## src/rtl/load_use_scoreboard_if.sv

```systemverilog
// Decode-to-hazard-unit bundle: ID-stage instruction fields in, stall/bubble controls and status out.
interface load_use_scoreboard_if #(
  parameter int NUM_REGS = 8,
  parameter int RW       = 3,
  parameter int NUM_SRC  = 2,
  parameter int PCW      = 16
);
  logic                   id_valid;
  logic [NUM_SRC*RW-1:0]  id_src;
  logic [NUM_SRC-1:0]     id_src_used;
  logic [RW-1:0]          id_dest;
  logic                   id_writes;
  logic                   id_is_load;
  logic                   mem_stall;
  logic                   flush;
  logic                   hazard;
  logic                   forward_load;
  logic [NUM_REGS-1:0]    pending;
  logic [PCW-1:0]         stall_cycles;

  modport master (
    output id_valid, id_src, id_src_used, id_dest, id_writes, id_is_load, mem_stall, flush,
    input  hazard, forward_load, pending, stall_cycles
  );

  modport slave (
    input  id_valid, id_src, id_src_used, id_dest, id_writes, id_is_load, mem_stall, flush,
    output hazard, forward_load, pending, stall_cycles
  );
endinterface

```

## src/rtl/load_use_scoreboard.sv

```systemverilog
// Load-use hazard unit: per-register countdown until an in-flight load's data is forwardable,
// stalling the ID instruction while any used source is still counting down.
module load_use_scoreboard #(
  parameter int NUM_REGS = 8,
  parameter int RW       = 3,
  parameter int NUM_SRC  = 2,
  parameter int LOAD_LAT = 2,
  parameter int CW       = 2,
  parameter int PCW      = 16
) (
  input logic                clk,
  input logic                rst,
  load_use_scoreboard_if.slave bus
);

  logic [CW-1:0]       cnt_q [NUM_REGS];
  logic [CW-1:0]       cnt_d [NUM_REGS];
  logic [PCW-1:0]      stallCnt_q;
  logic [PCW-1:0]      stallCnt_d;
  logic                srcHit;
  logic                hazard;
  logic                issue;
  logic [NUM_REGS-1:0] pendingVec;

  // Sources compare against the pre-issue counts, so an instruction reading its own dest sees the old value.
  always_comb begin
    srcHit = 1'b0;
    for (int k = 0; k < NUM_SRC; k++) begin
      if (bus.id_src_used[k] && (cnt_q[bus.id_src[k*RW +: RW]] != '0)) begin
        srcHit = 1'b1;
      end
    end
  end

  assign hazard = bus.id_valid && !bus.flush && srcHit;
  assign issue  = bus.id_valid && !hazard && !bus.flush && !bus.mem_stall;

  always_comb begin
    for (int r = 0; r < NUM_REGS; r++) begin
      cnt_d[r] = cnt_q[r];
      if (bus.flush) begin
        cnt_d[r] = '0;
      end else if (!bus.mem_stall) begin
        // A younger writer of the same register replaces any countdown still running there.
        if (issue && bus.id_writes && (bus.id_dest == RW'(r))) begin
          cnt_d[r] = bus.id_is_load ? CW'(LOAD_LAT) : '0;
        end else if (cnt_q[r] != '0) begin
          cnt_d[r] = cnt_q[r] - CW'(1);
        end
      end
    end
  end

  always_comb begin
    stallCnt_d = stallCnt_q;
    if (hazard && !bus.mem_stall && (stallCnt_q != '1)) begin
      stallCnt_d = stallCnt_q + PCW'(1);
    end
  end

  always_ff @(posedge clk or posedge rst) begin
    if (rst) begin
      for (int r = 0; r < NUM_REGS; r++) begin
        cnt_q[r] <= '0;
      end
      stallCnt_q <= '0;
    end else begin
      for (int r = 0; r < NUM_REGS; r++) begin
        cnt_q[r] <= cnt_d[r];
      end
      stallCnt_q <= stallCnt_d;
    end
  end

  always_comb begin
    for (int r = 0; r < NUM_REGS; r++) begin
      pendingVec[r] = (cnt_q[r] != '0);
    end
  end

  assign bus.hazard       = hazard;
  assign bus.forward_load = !hazard;
  assign bus.pending      = pendingVec;
  assign bus.stall_cycles = stallCnt_q;

endmodule

```

## src/flat_wrapper.sv

```systemverilog
// flat-port wrapper written by rule: the top's interface ports become plain ports
module load_use_scoreboard_flat 
#(
  parameter int NUM_REGS = 8,
  parameter int RW       = 3,
  parameter int NUM_SRC  = 2,
  parameter int LOAD_LAT = 2,
  parameter int CW       = 2,
  parameter int PCW      = 16
)
  (clk, rst, bus_id_valid, bus_id_src, bus_id_src_used, bus_id_dest, bus_id_writes, bus_id_is_load, bus_mem_stall, bus_flush, bus_hazard, bus_forward_load, bus_pending, bus_stall_cycles);
  load_use_scoreboard_if #(.NUM_REGS(NUM_REGS), .RW(RW), .NUM_SRC(NUM_SRC), .PCW(PCW)) bus_i ();
  input logic clk;
  input logic rst;
  input wire logic [$bits(bus_i.id_valid)-1:0] bus_id_valid;
  input wire logic [$bits(bus_i.id_src)-1:0] bus_id_src;
  input wire logic [$bits(bus_i.id_src_used)-1:0] bus_id_src_used;
  input wire logic [$bits(bus_i.id_dest)-1:0] bus_id_dest;
  input wire logic [$bits(bus_i.id_writes)-1:0] bus_id_writes;
  input wire logic [$bits(bus_i.id_is_load)-1:0] bus_id_is_load;
  input wire logic [$bits(bus_i.mem_stall)-1:0] bus_mem_stall;
  input wire logic [$bits(bus_i.flush)-1:0] bus_flush;
  output wire logic [$bits(bus_i.hazard)-1:0] bus_hazard;
  output wire logic [$bits(bus_i.forward_load)-1:0] bus_forward_load;
  output wire logic [$bits(bus_i.pending)-1:0] bus_pending;
  output wire logic [$bits(bus_i.stall_cycles)-1:0] bus_stall_cycles;
  assign bus_i.id_valid = bus_id_valid;
  assign bus_i.id_src = bus_id_src;
  assign bus_i.id_src_used = bus_id_src_used;
  assign bus_i.id_dest = bus_id_dest;
  assign bus_i.id_writes = bus_id_writes;
  assign bus_i.id_is_load = bus_id_is_load;
  assign bus_i.mem_stall = bus_mem_stall;
  assign bus_i.flush = bus_flush;
  assign bus_hazard = bus_i.hazard;
  assign bus_forward_load = bus_i.forward_load;
  assign bus_pending = bus_i.pending;
  assign bus_stall_cycles = bus_i.stall_cycles;
  load_use_scoreboard #(.NUM_REGS(NUM_REGS), .RW(RW), .NUM_SRC(NUM_SRC), .LOAD_LAT(LOAD_LAT), .CW(CW), .PCW(PCW)) u_core (.clk(clk), .rst(rst), .bus(bus_i));
endmodule
```

## config.mk

```make
export PLATFORM = sky130hd
export DESIGN_NAME = load_use_scoreboard_flat
export DESIGN_NICKNAME = d
export VERILOG_FILES = /design/src/rtl/load_use_scoreboard_if.sv /design/src/rtl/load_use_scoreboard.sv /design/src/flat_wrapper.sv
export SDC_FILE = /design/constraint.sdc
export NUM_CORES = 1
export LEC_CHECK = 0
export CAP_MARGIN = 20
export CELL_PAD_IN_SITES_DETAIL_PLACEMENT = 2
export CELL_PAD_IN_SITES_GLOBAL_PLACEMENT = 2
export CORE_MARGIN = 4
export CORE_UTILIZATION = 31
export CTS_CLUSTER_SIZE = 28
export DETAILED_ROUTE_END_ITERATION = 16
export HOLD_SLACK_MARGIN = 0.05
export MAX_ROUTING_LAYER = met4
export PLACE_DENSITY_LB_ADDON = 0.1
export SYNTH_ARGS = -nofsm -noshare
export SYNTH_HDL_FRONTEND = slang
export SYNTH_SLANG_ARGS = --single-unit
```

## constraint.sdc

```tcl
create_clock -name clk -period 2.7 [get_ports clk]
set_clock_uncertainty 0.15 [all_clocks]
set_input_delay 0.405 -clock clk [delete_from_list [all_inputs] [get_ports clk]]
set_output_delay 0.405 -clock clk [all_outputs]
set_load 0.005 [all_outputs]
```

# After elaboration in Yosys (flattened, before gate mapping)
# Cells that the tools add are included.
[op_classes]
addsub = 9
order_cmp = 2
n_eq_ne = 9
muxes = 41
bitwise_logic = 2
reduce_logical = 48
[op_table]
columns = ["cell", "count"]
rows = [
  ["two-way mux 2 bit", 37],
  ["nonzero test 3 bit", 8],
  ["nonzero test 2 bit", 10],
  ["logical AND 1 bit", 18],
  ["adder 16 x 1 -> 16 bit (second input constant)", 1],
  ["!= test 16 bit (second input constant)", 1],
  ["AND reduction 2 bit", 8],
  ["subtractor 2 x 1 -> 2 bit (second input constant)", 8],
  ["binary-select mux 2 bit (select 3 bit)", 2],
  ["equality test 3 bit (second input constant)", 4],
  ["greater-or-equal comparator 4 bit (second input constant)", 2],
  ["inverter 3 -> 4 bit", 2],
  ["equality test 3 x 2 -> 1 bit (second input constant)", 2],
  ["equality test 3 x 1 -> 1 bit (second input constant)", 1],
  ["zero test 1 bit", 3],
  ["zero test 3 bit", 1],
  ["two-way mux 1 bit", 2],
  ["!= test 2 x 1 -> 1 bit (second input constant)", 1],
]
[totals]
ff_bits = 32
inputBits = 18
output_inout_bits = 26
word_cells = 120

# Logic depth before layout (Yosys ltp)
[depth]
depth_word = 18
depth_mapped = 9
mapped_depth_nobuf = 7

# Worst setup path after synthesis
# OpenSTA, ideal clock, no wires.
[synth_timing]
path_kind = "in2out"
startpoint = "input bus_id_src[0]"
endpoint = "output bus_hazard"
arrival_time_ns = 1.570
t_required_ns = 2.145
slack_ns = 0.575
stages = 7
path_buffers = 1
path_cell_list = "nor4b_1 nor4b_1 a32oi_1 and2_2 buf_4 or2_2 inv_1"
[synth_via]
elab_chain_cells = 9
[synth_rtl]
columns = ["element", "line_no", "rtl"]
rows = [
  ["from (decl)", "flat_wrapper.sv:16", "input wire logic [$bits(bus_i.id_src)-1:0] bus_id_src;"],
  ["inverter 3 -> 4 bit (implied by the code)", "load_use_scoreboard.sv:29", "if (bus.id_src_used[k] && (cnt_q[bus.id_src[k*RW +: RW]] != '0)) begin"],
  ["binary-select mux 2 bit (select 3 bit)", "load_use_scoreboard.sv:29", ""],
  ["two-way mux 2 bit (implied by the code) (2 in a row)", "load_use_scoreboard.sv:29", ""],
  ["nonzero test 2 bit", "load_use_scoreboard.sv:29", ""],
  ["logical AND 1 bit", "load_use_scoreboard.sv:29", ""],
  ["two-way mux 1 bit (2 in a row)", "load_use_scoreboard.sv:29", ""],
  ["logical AND 1 bit", "load_use_scoreboard.sv:35", "assign hazard = bus.id_valid && !bus.flush && srcHit;"],
  ["to (decl)", "flat_wrapper.sv:23", "output wire logic [$bits(bus_i.hazard)-1:0] bus_hazard;"],
]
# No other way between the ends. The select of a mux whose other input is x is not followed.

# Worst setup path after layout
[layout_timing]
startpoint = "register u_core.cnt_q[15] in the netlist's numbering"
endpoint = "output bus_hazard"
[layout_via]
elab_chain_cells = 8
elab_cells_between_ends = 13
cone_classes = "mux (8); reduce/logical (5)"
[layout_rtl]
columns = ["element", "line_no", "rtl"]
rows = [
  ["from (decl)", "load_use_scoreboard.sv:16", "logic [CW-1:0] cnt_q [NUM_REGS];"],
  ["from (signal, indexed assignment)", "load_use_scoreboard.sv:69", "cnt_q[r] <= cnt_d[r];"],
  ["binary-select mux 2 bit (select 3 bit)", "load_use_scoreboard.sv:29", ""],
  ["two-way mux 2 bit (implied by the code) (2 in a row)", "load_use_scoreboard.sv:29", ""],
  ["nonzero test 2 bit", "load_use_scoreboard.sv:29", ""],
  ["logical AND 1 bit", "load_use_scoreboard.sv:29", ""],
  ["two-way mux 1 bit", "load_use_scoreboard.sv:29", ""],
  ["two-way mux 1 bit *", "load_use_scoreboard.sv:29", ""],
  ["logical AND 1 bit *", "load_use_scoreboard.sv:35", ""],
]
# Every way passes the cells marked *; elsewhere a longest branch is shown, timed or not. The select of a mux whose other input is x is not followed.

==> key figures <==
Timing
  – Final worst slack: about 0.056 ns
  – Finish-stage setup viols: 0
  – F_max: 378.2 MHz
  – Fraction of the cycle the final worst path needs: between 90% and 100%
  – Fin crit period: between 2 and 3 ns
  – Slew at the pin with the worst max-slew slack: 0.5488 ns
  – Max-Slew Margin vs Limit: about 63%
  – Hold WS: between 0.3 and 0.4 ns
  – Final Hold Viols: 0
  – Pins Over Slew Limit: 0

Floorplan
  – I/O pin cnt: between 40 and 50
  – Die Span X: roughly 93 um
  – Rows: 30
  – Total die area: roughly 8700 um^2
  – Initial Util: around 33%
  – Die height: 93.21 um
  – Core area: 6907 um^2

Synth
  – Top cell type's share of synthesized area: approximately 36%
  – Seq/Total Area, Yosys: a little over a third
  – Dominant synthesized flop cell: dfrtp_1
  – Synth Instances: ~260
  – Synth warn: 0
  – Avg Synthesized Cell Area: between 8 and 9 um^2
  – EDFF count, synth: 0
  – Ys async rst share: 100.0%
  – Top post-synthesis cells by area: dfrtp_1 (36%), xnor2_1 (6.2%), ha_1 (5.0%), nand3_2 (4.9%), inv_1 (4.7%)
  – #FFs+latches synth: 32
  – Synth area leader: dfrtp_1
  – Post-synth net total: approximately 280
  – Cell Area, Synth: 2251 um^2
  – Synth unique cells: 46

Setup path
  – Crit path max fanout: 4
  – Critical path class: flip-flop to output port
  – Origin of the critical flop-to-flop path: u_core.cnt_q[15]$_DFFE_PP0P_
  – Worst Reg2Reg Path Length in Cells: 9
  – Critical path launch point type: flip-flop
  – CP required: 2.14 ns
  – Reg2Reg Setup Slack: 0.30 ns
  – WP data arrival: between 2 and 2.5 ns
  – CP endpoint kind: output port
  – R2R Path End: u_core.bus.stall_cycles[1]$_DFFE_PP0P_

Place
  – Dpl ws: -0.4549 ns
  – GP Congestion: roughly 0.75
  – Dpl hpwl: 5.487 mm
  – DP Area: roughly 2900 um^2
  – Port buffer count: 43
  – Placed cells: 406

GRT
  – Vias in the first global route: around 2400
  – GR Util met1: 25.71%
  – Antenna violations before repair: 0
  – Largest net degree at the start of global routing: 33
  – GRT Overall Usage: 19.17%
  – Wire length of the first global-routing pass: around 13 mm
  – Met2 Use GR: 30.47%
  – Met3 Use GR: 2.977%
  – Most used routing layer: met2
  – Total global routing overflow: 0

Power
  – Switching Fraction: approximately two fifths
  – Leak: between 0.001 and 0.0015 uW
  – Power Density: between 600 and 700 nW/um^2
  – Seq pwr share: about 34%
  – Comb power frac: a little under half
  – IR Drop Worst-Case VDD: between 0.3 and 0.4 mV
  – Cell Int Power: about 1300 uW
  – Psw: 797.3 uW
  – Share of total power in the clock network: 19.7%

Layout
  – Post-route cell area: approximately 3000 um^2
  – Layout cells sized above 1: between 10% and 20%
  – Final Non-Filler Cells: about 420
  – Commonest cells after routing, fill and taps aside: clkdlybuf4s50_1 (35), dfrtp_1 (31), inv_1 (28)
  – Post-layout util: between 40 and 50%
  – Diode count: 0
  – Final #Nets: around 350
  – P&R area growth vs syn: 35.69%
  – Most common cell after layout, fill and taps aside: clkdlybuf4s50_1

CTS
  – CTS tree: yes
  – CTS root buffer: clkbuf_8
  – CTS H-tree depth: 2
  – CTS max path bufs: 2
  – Worst-path clk slew: about 0.08 ns
  – TritonCTS Buffers: 5
  – Worst skew pair latency: approximately 0.3 ns
  – Clk sink count: 32

Hold path
  – Worst min path class: primary input to async pin

Flow run
  – MaxCap Viol Count: 0

Routing
  – DRC: 0
  – Total wire length: around 7.6 mm
  – DR vias/cell: ~5.3
  – Post-DRT Antenna Nets: 0
  – DR WL/cell: around 18 um
  – DRT iter0 DRCs: between 50 and 60
  – Via count: between 2000 and 2500
  – Pre-Repair DR Iteration Count: 4

Outcome
  – Status: completed
critical path, cell delays in order, from the launching register on:
cell and delay (ns):
dfrtp_1 0.39, buf_4 0.15, nor3_1 0.21, o21bai_1 0.11
a32oi_1 0.31, and2_4 0.21, or2_2 0.11, inv_1 0.04
dlygate4sd2_1 0.25
power groups by stage:
stage | Combinational (uW) | Clock [uW] | Sequential [uW]
after global routing | 1090 | 438 | 716
after floorplan | 549 | 0 | 666
after detailed placement | 945 | 0 | 695
final | 962 | 407 | 697
after global placement | 902 | 0 | 691
after CTS | 968 | 417 | 688
stage by stage:
| step | power (uW) | TNS [ns] |
|---|---|---|
| 6_report | 2066 | 0 |
| 5_1_grt | 2248 | -0.06896 |
| 4_1_cts | 2073 | 0 |
| 3_5_place_dp | 1640 | -2.625 |
| 3_3_place_gp | 1593 | -1.958 |
| 2_1_floorplan | 1215 | 0 |
area by class of cell:
cell class                      count  area, um^2
Clock buffer                        7       86.33
Clock inverter                      1       7.507
Fill cell                         804        3852
Inverter                           28       105.1
Multi-Input combinational cell    185        1334
Sequential cell                    32       802.0
Tap cell                           96       120.1
Timing Repair Buffer               67       599.3
cells in the mapped netlist (all sizes together) (7+ instances only):
| library cell | number |
|---|---|
| dfrtp | 32 |
| inv | 28 |
| a21oi | 18 |
| nand3 | 16 |
| xnor2 | 16 |
| nor2 | 15 |
| nor3 | 15 |
| nand2 | 14 |
| and3 | 10 |
| ha | 9 |
| clkbuf | 7 |
| nand4 | 7 |
| o21ai | 7 |
kinds of logic (layout without fill, tap and decap cells):
kind of cell               Yosys count  after routing  share of synthesized area (%)
buffers and inverters               40            103                          7.893
adders and majority gates            9              9                          5.003
DFF                                 32             32                          35.58
AOI/OAI and AO/OA                   48             48                          13.95
muxes                                2              2                          1.167
and+or+nand+nor                    110            110                          30.18
xor gates and xnor gates            16             16                          6.225
registers in the layout (all words and copies together) (netlist names):
name                     cells
u_core.bus.stall_cycles     16
u_core.cnt_q                16
worst max path at each step:
stage	startpoint	endpoint	slack, ns	cells after the start
global route	u_core.cnt_q[13]$_DFFE_PP0P_	bus_hazard	-0.05	7
finish	u_core.cnt_q[15]$_DFFE_PP0P_	bus_hazard	0.06	8
CTS	u_core.cnt_q[4]$_DFFE_PP0P_	bus_hazard	0.08	6
floorplan	bus_id_src[0]	bus_hazard	0.57	7
global placement	bus_id_src[1]	bus_hazard	-0.42	8
detailed placement	bus_id_src[1]	bus_hazard	-0.45	8
layer usage:
metal	part of all wire (%)	vias up
met2	48	37
met3	2.4	8
met1	49	1109
met5	0	-
li1	-	1044
met4	0.96	0
what timing repair did:
| action | in CTS | in global routing |
|---|---|---|
| pin swaps | 3 | 2 |
| hold buffers | 0 | 0 |
| endpoints found under the setup margin | 2 | 2 |
| buffers inserted | 1 | 1 |
| resized for setup | 19 | 6 |
No activity file was read; power rests on OpenSTA's default activity.
